--- src/rtl/light_pattern_gen.sv ---
// Lamp-pattern producer for the reaction-timer game: arms a round, waits a
// pseudo-random number of ticks, then shows a non-zero pattern until clear or timeout.
module light_pattern_gen #(
    parameter logic [7:0]  SEED       = 8'h01,
    parameter logic [15:0] DELAY_MIN  = 16'd1000,
    parameter int          DELAY_BITS = 8,
    parameter logic [15:0] SHOW_TICKS = 16'd2000
) (
    input  logic       cin,
    input  logic       resetn,
    input  logic       tick_en,
    input  logic       start,
    input  logic       clear,
    output logic [3:0] c1,
    output logic [3:0] c2,
    output logic       signal2,
    output logic       busy,
    output logic       false_start,
    output logic       missed
);

    localparam logic [7:0] SEED_EFF = (SEED == 8'h00) ? 8'h01 : SEED;
    localparam logic [7:0] DLY_MASK = 8'((16'd1 << DELAY_BITS) - 16'd1);

    typedef enum logic [1:0] {
        ST_IDLE = 2'd0,
        ST_WAIT = 2'd1,
        ST_SHOW = 2'd2
    } state_t;

    state_t      state_q;
    logic [15:0] cnt_q;
    logic [7:0]  lfsr_q;
    logic [3:0]  c1_q;
    logic [3:0]  c2_q;
    logic        signal2_q;
    logic        busy_q;
    logic        false_start_q;
    logic        missed_q;
    logic [15:0] delay_d;

    // Galois step with taps 0xB8: maximal length, never reaches zero.
    function automatic logic [7:0] lfsr_next(input logic [7:0] v);
        return {1'b0, v[7:1]} ^ (v[0] ? 8'hB8 : 8'h00);
    endfunction

    // Random wait length for a round armed on this edge.
    always_comb begin
        delay_d = DELAY_MIN + {8'h00, lfsr_q & DLY_MASK};
    end

    // Round sequencer; all outputs are registered here.
    always_ff @(posedge cin or negedge resetn) begin
        if (!resetn) begin
            state_q       <= ST_IDLE;
            cnt_q         <= 16'd0;
            lfsr_q        <= SEED_EFF;
            c1_q          <= 4'h0;
            c2_q          <= 4'h0;
            signal2_q     <= 1'b0;
            busy_q        <= 1'b0;
            false_start_q <= 1'b0;
            missed_q      <= 1'b0;
        end else begin
            lfsr_q        <= lfsr_next(lfsr_q);
            false_start_q <= 1'b0;
            missed_q      <= 1'b0;
            case (state_q)
                ST_IDLE: begin
                    if (start) begin
                        cnt_q   <= delay_d;
                        busy_q  <= 1'b1;
                        state_q <= ST_WAIT;
                    end
                end
                ST_WAIT: begin
                    // clear outranks the tick so an early press is always a false start
                    if (clear) begin
                        false_start_q <= 1'b1;
                        busy_q        <= 1'b0;
                        state_q       <= ST_IDLE;
                    end else if (tick_en) begin
                        if (cnt_q == 16'd1) begin
                            c1_q      <= lfsr_q[3:0];
                            c2_q      <= lfsr_q[7:4];
                            signal2_q <= 1'b1;
                            cnt_q     <= SHOW_TICKS;
                            state_q   <= ST_SHOW;
                        end else begin
                            cnt_q <= cnt_q - 16'd1;
                        end
                    end
                end
                ST_SHOW: begin
                    if (clear) begin
                        c1_q      <= 4'h0;
                        c2_q      <= 4'h0;
                        signal2_q <= 1'b0;
                        busy_q    <= 1'b0;
                        state_q   <= ST_IDLE;
                    end else if (tick_en) begin
                        if (cnt_q == 16'd1) begin
                            missed_q  <= 1'b1;
                            c1_q      <= 4'h0;
                            c2_q      <= 4'h0;
                            signal2_q <= 1'b0;
                            busy_q    <= 1'b0;
                            state_q   <= ST_IDLE;
                        end else begin
                            cnt_q <= cnt_q - 16'd1;
                        end
                    end
                end
                default: begin
                    c1_q      <= 4'h0;
                    c2_q      <= 4'h0;
                    signal2_q <= 1'b0;
                    busy_q    <= 1'b0;
                    state_q   <= ST_IDLE;
                end
            endcase
        end
    end

    assign c1          = c1_q;
    assign c2          = c2_q;
    assign signal2     = signal2_q;
    assign busy        = busy_q;
    assign false_start = false_start_q;
    assign missed      = missed_q;

endmodule
--- config.mk ---
export PLATFORM = sky130hd
export DESIGN_NAME = light_pattern_gen
export DESIGN_NICKNAME = d
export VERILOG_FILES = /design/src/rtl/light_pattern_gen.sv
export SDC_FILE = /design/constraint.sdc
export NUM_CORES = 1
export LEC_CHECK = 0
export BUFFER_PORTS_ARGS = -buffer_cell sky130_fd_sc_hd__buf_2
export CAP_MARGIN = 40
export CORE_MARGIN = 2
export CORE_UTILIZATION = 40
export DETAILED_ROUTE_END_ITERATION = 6
export GPL_ROUTABILITY_DRIVEN = 0
export HOLD_SLACK_MARGIN = 0.03
export PLACE_DENSITY = 0.59
export SETUP_SLACK_MARGIN = 0.02
export SLEW_MARGIN = 20
export SYNTH_ARGS = -nofsm -noshare
export SYNTH_HDL_FRONTEND = slang
export SYNTH_SLANG_ARGS = --single-unit
--- constraint.sdc ---
create_clock -name cin -period 3.2 [get_ports cin]
set_clock_uncertainty 0.1 [all_clocks]
set_input_delay 0.64 -clock cin [delete_from_list [all_inputs] [get_ports cin]]
set_output_delay 0.64 -clock cin [all_outputs]
set_load 0.01 [all_outputs]
---- Word level (Yosys, flattened, before mapping) ----
Index checks and enable logic that the tools add are counted.
storage, ports and cells
  register bits ........................... 38
operators by class
  bitwise logic cells ..................... 2
  reduce and logical (&&, ||, !) cells .... 6
  $add $sub $neg .......................... 2
  equal/unequal tests ..................... 15
  muxes and demuxes ....................... 44
operators with widths
  kind                   count
  $mux 16                7
  $pmux 16 s3            1
  $mux 4                 9
  $pmux 4 s3             2
  $eq 16x1->1 const B    1
  $ne 2x2->1 const B     8
  $sub 16x1->16 const B  1
  $mux 1                 14
  $mux 2                 7
  $ne 3x3->1 const B     4
  $add 10x8->11 const A  1
  $mux 8                 1
  $xor 7x8->8            1
  $reduce_and 7->1       1
  $pmux 1 s3             2
  $pmux 2 s3             1
  $reduce_and 6->1       1
  $reduce_and 5->1       1
  $reduce_and 4->1       1
  $reduce_bool 3->1      1
  $eq 2x1->1 const B     1
  $eq 2x2->1 const B     1
  $logic_not 2->1        1
  $not 1->1              1

---- Longest topological paths before layout ----
Gate-level depths: netlist (run 1).
  word-level depth ........................ 5
  depth in mapped cells ................... 10
  gate-level depth less buffers ........... 7

---- Worst setup path after synthesis (run 1) ----
Ideal clock, no wire load.
  path kind ............................... register -> register
  start ................................... register cnt_q[1]
  end ..................................... register c2_q[1], in the netlist c2[1]
  required time ........................... 2.979 ns
  path slack .............................. 0.719 ns
  path buffers ............................ 1
  clock period less this slack ............ 2.481 ns
  stages on the path, launching flop included .. 9
  setup time .............................. 0.121 ns
  arrival time ............................ 2.260 ns
  cell sequence ........................... dfrtp_1 > inv_1 > ha_1 > or4b_2 > nor4b_4 > a31oi_1 > or2_1 > buf_6 > a22o_1
between the ends
  word-level cells in the longest chain between the ends .. 3
RTL lines
  item                                                       line     text
  from (decl)                                                32       logic [15:0] cnt_q;
  from (signal assigned)                                     71       cnt_q <= delay_d;
  from (signal assigned)                                     90       cnt_q <= cnt_q - 16'd1;
  from (signal assigned)                                     110      cnt_q <= cnt_q - 16'd1;
  $eq 16x1->1 (*)                                            83, 102
  $ne 3x3->1 (no source line) or $ne 2x2->1 (tied branches)  n/a
  $reduce_and 6->1 (no source line) (*)                      n/a
  to (signal assigned)                                       85       c2_q <= lfsr_q[7:4];
  to (decl)                                                  35       logic [3:0] c2_q;
Every way passes the cells marked *; elsewhere a longest branch is shown, timed or not.
A chain may end at the register's enable or synchronous reset.

---- Final worst setup path (run 1) ----
  start ................................... register cnt_q[1]
  end ..................................... register c1_q[0], in the netlist c1[0]
between the ends
  word-level cells in the longest chain between the ends .. 3
RTL lines
  item                                                       line     text
  $eq 16x1->1 (*)                                            83, 102
  $ne 3x3->1 (no source line) or $ne 2x2->1 (tied branches)  n/a
  $reduce_and 6->1 (no source line) (*)                      n/a
  to (signal assigned)                                       84       c1_q <= lfsr_q[3:0];
  to (decl)                                                  34       logic [3:0] c1_q;
Marked as above.

==> summary.md, run 1 <==
| Metric | Value |
|---|---|
| Hold-fix buffers at CTS | 0 |
| Die Span X | 76.0 um |
| Netlist cell types | 51 |
| Post-synthesis sequential area ratio | ~46% |
| Cts bufs inserted | 5 |
| Syn_nets | ~220 |
| GRT overflow | 0 |
| Gr busiest metal | met2 |
| CP required | approximately 3.3 ns |
| Post-cts gate resize count | 0 |
| Vias per std cell | 5.62 |
| Initial antenna violation count | 0 |
| Crit path DAT | about 2.8 ns |
| Drt pass-1 iters | 4 |
| Synth area leader | dfrtp_1 |
| Via count | 1,653 |
| R2R setup slack | about 0.46 ns |
| CTS Sinks | 38 |
| Grt met1 use | ~26% |
| Post-synth EDFFs | 0 |
| Outcome | finished, final reports clean |
| Fmax achieved | 364 MHz |
| Fillers | between 400 and 500 |
| Drt drc | 0 |
| Leakage | approximately 1.1 nW |
| Synth warn | 0 |
| Crit path largest cell delay | 0.64 ns |
| RSZ-0062 raised after global routing | false |
| GRT Overall Usage | a little under a fifth |
| Dpl hpwl | about 3500 um |
| Fin. Hold Viols | 0 |
| Area of the die | approximately 5800 um^2 |
| Hold Crit Class | primary input to async pin |
| Antenna viol nets, final | 0 |
| Clock tree root buffer cell | clkbuf_8 |
| Crit path buffers/inverters | 2 |
| IO buf count | 16 |
| Effective utilization at floorplan | roughly 41% |
| Maxcap violations | 0 |
| Final setup fails | 0 |
| CP Capture Type | flop |
| Rel. slew slack | a little over two fifths |
| Critical path type | flop to flop |
| CP max FO | 15 |
| Final worst-path cycle share | roughly 86% |
| Placed Cells incl. Taps | between 200 and 300 |
| Number of nets in the layout | 235 |
| Routed WL per cell | between 15 and 20 um |
| Fin area | 2360 um^2 |
| Clock slew at reported path FFs | approximately 0.090 ns |
| Synth Area per Inst | roughly 10 um^2 |
| Met2 GRT Util | about 28% |
| Core area | between 5000 and 6000 um^2 |
| Syn-to-layout area delta | 14.1% |
| Non-Filler Instances | roughly 300 |
| Share of layout cells above drive strength 1 | 17.0% |
| Placement Cell Area | between 2000 and 2500 um^2 |
| # rows | 26 |
| Vias in the first global route | between 1,500 and 2,000 |
| Crit path max-delay family | simple AND/OR/NAND/NOR gates |
| CP startpoint kind | flop |
| CTS H-tree lvls | 2 |
| PwrDens | ~800 nW/um^2 |
| Ant. Diodes | 0 |
| Synth Cell Area | 2070 um^2 |
| GR Util met3 | 3.91% |
| Share of async-settable or async-resettable flops after synthesis | 100% |
| Ys flop type | dfrtp_1 |
| Slowest-stage cell, CP | or4b_2 |
| Post-synthesis instance total | ~210 |
| TritonCTS clock tree | built |
| Detailed Route WL | ~4800 um |
| 1st-iter DRT viols | 126 |
| Io pins | 17 |
| Max VDD drop | about 0.42 mV |
| Min Tclk post-route | around 2.7 ns |
| Postcts setup bufs | 0 |
| Top-area cell type share of the netlist area | 44.7% |
| Setup_tns | 0 ns |
| FF+latch count, synth | 38 |
| Top area cells in the synthesized netlist | dfrtp_1 45%, ha_1 4.2%, a21oi_1 3.9% |
| First-pass GRT wire length | about 8500 um |
| CTS max path bufs | 2 |
| Slew Limit Fails | 0 |
| Clock latency on the worst-skew pair | about 0.29 ns |
| Largest net degree at the start of global routing | 26 |
| Die height | roughly 76 um |
| Least-Margin Pin Slew | about 0.84 ns |
| Worst-path cell chain | inv_1 -> ha_1 -> or4b_2 -> nor4b_4 -> buf_4 -> a31oi_1 -> or2_1 -> a22o_1 |
area by class of cell:
cell class	count	area, um^2	share of cell area, %
clock buffers	5	68.8	2.91
inverters	10	37.5	1.59
well taps	70	87.6	3.70
multi-input cells	146	1010	42.8
repair buffers	22	138	5.82
clock inverters	3	68.8	2.91
flip-flops and latches	38	952	40.3
worst paths after layout:
path	from	endpoint	depth (start not counted)
max reg2reg	cnt_q[1]$_DFFE_PN0P_	c1[0]$_DFFE_PN0P_	8
min in group cin	lfsr_q[2]$_DFF_PN0_	lfsr_q[1]$_DFF_PN0_	0
min	resetn	cnt_q[11]$_DFFE_PN0P_	1
max	cnt_q[1]$_DFFE_PN0P_	c1[0]$_DFFE_PN0P_	8
min reg2reg	lfsr_q[2]$_DFF_PN0_	lfsr_q[1]$_DFF_PN0_	0
max in group asynchronous	resetn	lfsr_q[0]$_DFF_PN1_	2
synth_stat cells, types with 3 or more instances:
cell / count
nor2b_1: 3
clkbuf_1: 5
nand3_1: 5
a31oi_1: 3
xnor2_1: 6
xor2_1: 3
a211oi_1: 4
nor2_1: 15
inv_1: 10
o21ai_0: 5
a21oi_1: 16
o31ai_1: 4
dfrtp_1: 37
buf_6: 3
nor4_1: 4
ha_1: 7
o32a_1: 3
a22o_1: 8
a221oi_1: 3
or4_1: 4
nand2_1: 14
a21o_1: 3
cell usage in the layout (no fill, tap or decap), drive strengths merged, types with 4 or more instances in the layout:
cell / netlist / routed
nand2: 15 / 15
o21ai: 6 / 6
nor4: 4 / 4
or2: 4 / 4
buf: 5 / 22
dfrtp: 37 / 37
a21oi: 16 / 16
nor2: 15 / 15
a22o: 8 / 8
xnor2: 6 / 6
nand3: 5 / 5
ha: 7 / 7
a211oi: 4 / 4
clkbuf: 6 / 5
o31ai: 4 / 4
inv: 10 / 10
or4: 4 / 4
registers in the layout (all words and copies together), names as in the netlist:
register and cells:
signal2 1, state_q 2, missed 1, cnt_q 16, false_start 1, c2 4
c1 4, busy 1, lfsr_q 8
stage by stage:
step	utilization, %	setup WS (ns)	hold WS, ns	power (mW)
floorplan	-	0.719	0.244	1.21
CTS	46.9	0.462	0.156	1.90
detailed placement	44.2	0.464	0.302	1.39
finish	46.9	0.455	0.137	1.89
global placement	43.8	0.509	0.300	1.39
global route	46.9	0.265	0.158	2.04
power breakdown:
part	internal (mW)	total (mW)	leakage, nW	switching, mW
Sequential	0.563	0.657	0.502	0.0944
Combinational	0.283	0.734	0.529	0.451
Clock	0.313	0.498	0.0683	0.185
Total	1.16	1.89	1.10	0.730
metal layers:
metal | up-vias | routed length, um
li1 | 803 | -
met1 | 819 | 2330
met2 | 26 | 2260
met3 | 5 | 155
met4 | 0 | 38
met5 | - | 0
cell families (layout without fill, tap and decap cells):
kind of cell,after synthesis,in the layout,share of synthesized area (%)
AOI/OAI and AO/OA,66,66,22.9
and+or+nand+nor,64,64,17.9
DFF,38,38,46.0
buffers and inverters,21,40,5.19
xor gates and xnor gates,9,9,3.80
adders and majority gates,7,7,4.23
(Power assumes the default switching activity.)
==> run 2, diff against run 1 <==
--- a/config.mk
+++ b/config.mk
@@ -13,6 +13,7 @@
 export GPL_ROUTABILITY_DRIVEN = 0
 export HOLD_SLACK_MARGIN = 0.03
 export PLACE_DENSITY = 0.59
+export REMOVE_ABC_BUFFERS = 1
 export SETUP_SLACK_MARGIN = 0.02
 export SLEW_MARGIN = 20
 export SYNTH_ARGS = -nofsm -noshare
==> run 2 against run 1 <==
Compared with the run above: critical path depth decreased by 1; via count up 0.54%; maximum frequency fell by 4.2%; non-clock buffer count up 1; sequential share of layout area is 0.74 points higher; clock-buffer cell count up 1; total power fell by 9.5%; core utilization down 0.84 points; global-route usage fell by 0.51 points; highest routed layer unchanged.
==> summary.md, run 2 (synthesized netlist as in run 1, its figures left out) <==
| Metric | Value |
|---|---|
| Slew Limit Fails | 0 |
| Antenna viol nets, final | 0 |
| RSZ-0062 raised after global routing | false |
| R2r worst-path depth | 7 |
| Final setup fails | 0 |
| R2R setup slack | roughly 0.33 ns |
| Max VDD drop | around 0.27 mV |
| CTS Sinks | 38 |
| CTS max path bufs | 2 |
| Largest net degree at the start of global routing | 25 |
| IO buf count | 16 |
| CP startpoint kind | flop |
| Fin. Hold Viols | 0 |
| Vias in the first global route | approximately 1,600 |
| Top reg by flops | cnt_q |
| Post-cts gate resize count | 0 |
| Seq pwr share | a little under two fifths |
| CP Launch Point | cnt_q[1]$_DFFE_PN0P_ |
| Least-Margin Pin Slew | ~0.7 ns |
| Drt drc | 0 |
| R2r endpoint | cnt_q[2]$_DFFE_PN0P_ |
| Comb pwr share | a little over two fifths |
| Detailed Route WL | 4720 um |
| Largest regs | cnt_q (16), lfsr_q (8) |
| Syn-to-layout area delta | 12.1% |
| TritonCTS clock tree | built |
| Fmax achieved | around 350 MHz |
| Share of layout cells above drive strength 1 | 16.9% |
| Hold Crit Class | primary input to async pin |
| Ant. Diodes | 0 |
| Core area | about 5000 um^2 |
| Leading cell type in the layout, fill and taps excluded | dfrtp_1 |
| Clock latency on the worst-skew pair | 0.29 ns |
| CP Capture Type | flop |
| Die Span X | approximately 76 um |
| Critical path type | flop to flop |
| Effective utilization at floorplan | approximately two fifths |
| Cts bufs inserted | 5 |
| Area taken by multi-input logic gates | ~1000 um^2 |
| CP required | roughly 3.3 ns |
| Dpl ws | about 0.35 ns |
| First-pass GRT wire length | 8160 um |
| Min Tclk post-route | around 2.9 ns |
| Clk pwr share | 18.7% |
| Vias per std cell | roughly 5.6 |
| Postcts setup bufs | 0 |
| Outcome | finished, final reports clean |
| 1st-iter DRT viols | 119 |
| CP max FO | 19 |
| # rows | 26 |
| Crit path DAT | 2.93 ns |
| P_sw | roughly 700 uW |
| Rel. slew slack | a little over half |
| Sw frac | approximately two fifths |
| Fillers | ~500 |
| PwrDens | 736 nW/um^2 |
| Pint | just under 1 mW |
| Area of the die | 5770 um^2 |
| CTS H-tree lvls | 2 |
| Number of nets in the layout | around 240 |
| Setup WS post-layout | between 0.3 and 0.4 ns |
| Worst r2r src | cnt_q[1]$_DFFE_PN0P_ |
| Die height | 76.0 um |
| Final hold slack | 0.163 ns |
| Setup_tns | 0 ns |
| Via count | about 1,700 |
| Most frequent cells in the layout | 37 x dfrtp_1, 16 x a21oi_1, 16 x buf_2 |
| GRT overflow | 0 |
| Hold-fix buffers at CTS | 0 |
| Drt pass-1 iters | 5 |
| Clock slew at reported path FFs | 0.07 ns |
| Maxcap violations | 0 |
| Clock tree root buffer cell | clkbuf_8 |
| Final worst-path cycle share | 89.5% |
| Leakage | 1.08 nW |
| Initial antenna violation count | 0 |
| Routed WL per cell | 16.0 um |
| Io pins | 17 |
| Max FFs per register | 16 |
| Dpl hpwl | between 3000 and 4000 um |
| GRT Overall Usage | about 18% |
| FF/Latch Area | 952 um^2 |
## run 2: final cells by class
type	instances	share of cell area [%]
Tap cell	70	3.77
Multi-Input combinational cell	146	43.6
Inverter	10	1.62
Clock inverter	2	0.431
Sequential cell	38	41.0
Clock buffer	6	3.12
Timing Repair Buffer	23	6.47
## run 2: how the worst max path moves through the flow
stage	end	depth (start not counted)	slack, ns
3_3_place_gp	cnt_q[10]$_DFFE_PN0P_	7	0.44
6_report	cnt_q[2]$_DFFE_PN0P_	7	0.33
2_1_floorplan	cnt_q[10]$_DFFE_PN0P_	7	0.46
5_1_grt	cnt_q[2]$_DFFE_PN0P_	7	0.07
4_1_cts	cnt_q[2]$_DFFE_PN0P_	7	0.30
3_5_place_dp	cnt_q[2]$_DFFE_PN0P_	7	0.35
## run 2: critical path, stage by stage, from the launching register on
cell      delay (ns)
dfrtp_1         0.43
inv_1           0.12
ha_1            0.14
or4b_2          0.63
nor4b_4         0.43
a21o_1          0.57
o21ai_0         0.18
o311ai_0        0.13
## run 2: power groups by stage
stage / Clock [mW] / Combinational (mW) / Sequential [mW]
floorplan: 0 / 0.520 / 0.644
global placement: 0 / 0.720 / 0.660
detailed placement: 0 / 0.730 / 0.660
CTS: 0.334 / 0.732 / 0.652
global route: 0.358 / 0.836 / 0.671
finish: 0.320 / 0.735 / 0.654
## run 2: metrics by stage
stage,total power [mW],util (%),area [um^2],instances
after floorplan,1.16,-,2000,194
after global placement,1.38,43.8,2210,285
after detailed placement,1.39,44.3,2230,286
after CTS,1.72,46.0,2320,294
after global routing,1.87,46.1,2320,295
final,1.71,46.1,2320,295
## run 2: routing by layer
metal / global-route usage [%] / routed length (um)
met1: 26.0 / 2260
met2: 26.3 / 2220
met3: 4.74 / 212
met4: 3.82 / 27
met5: 0 / 0
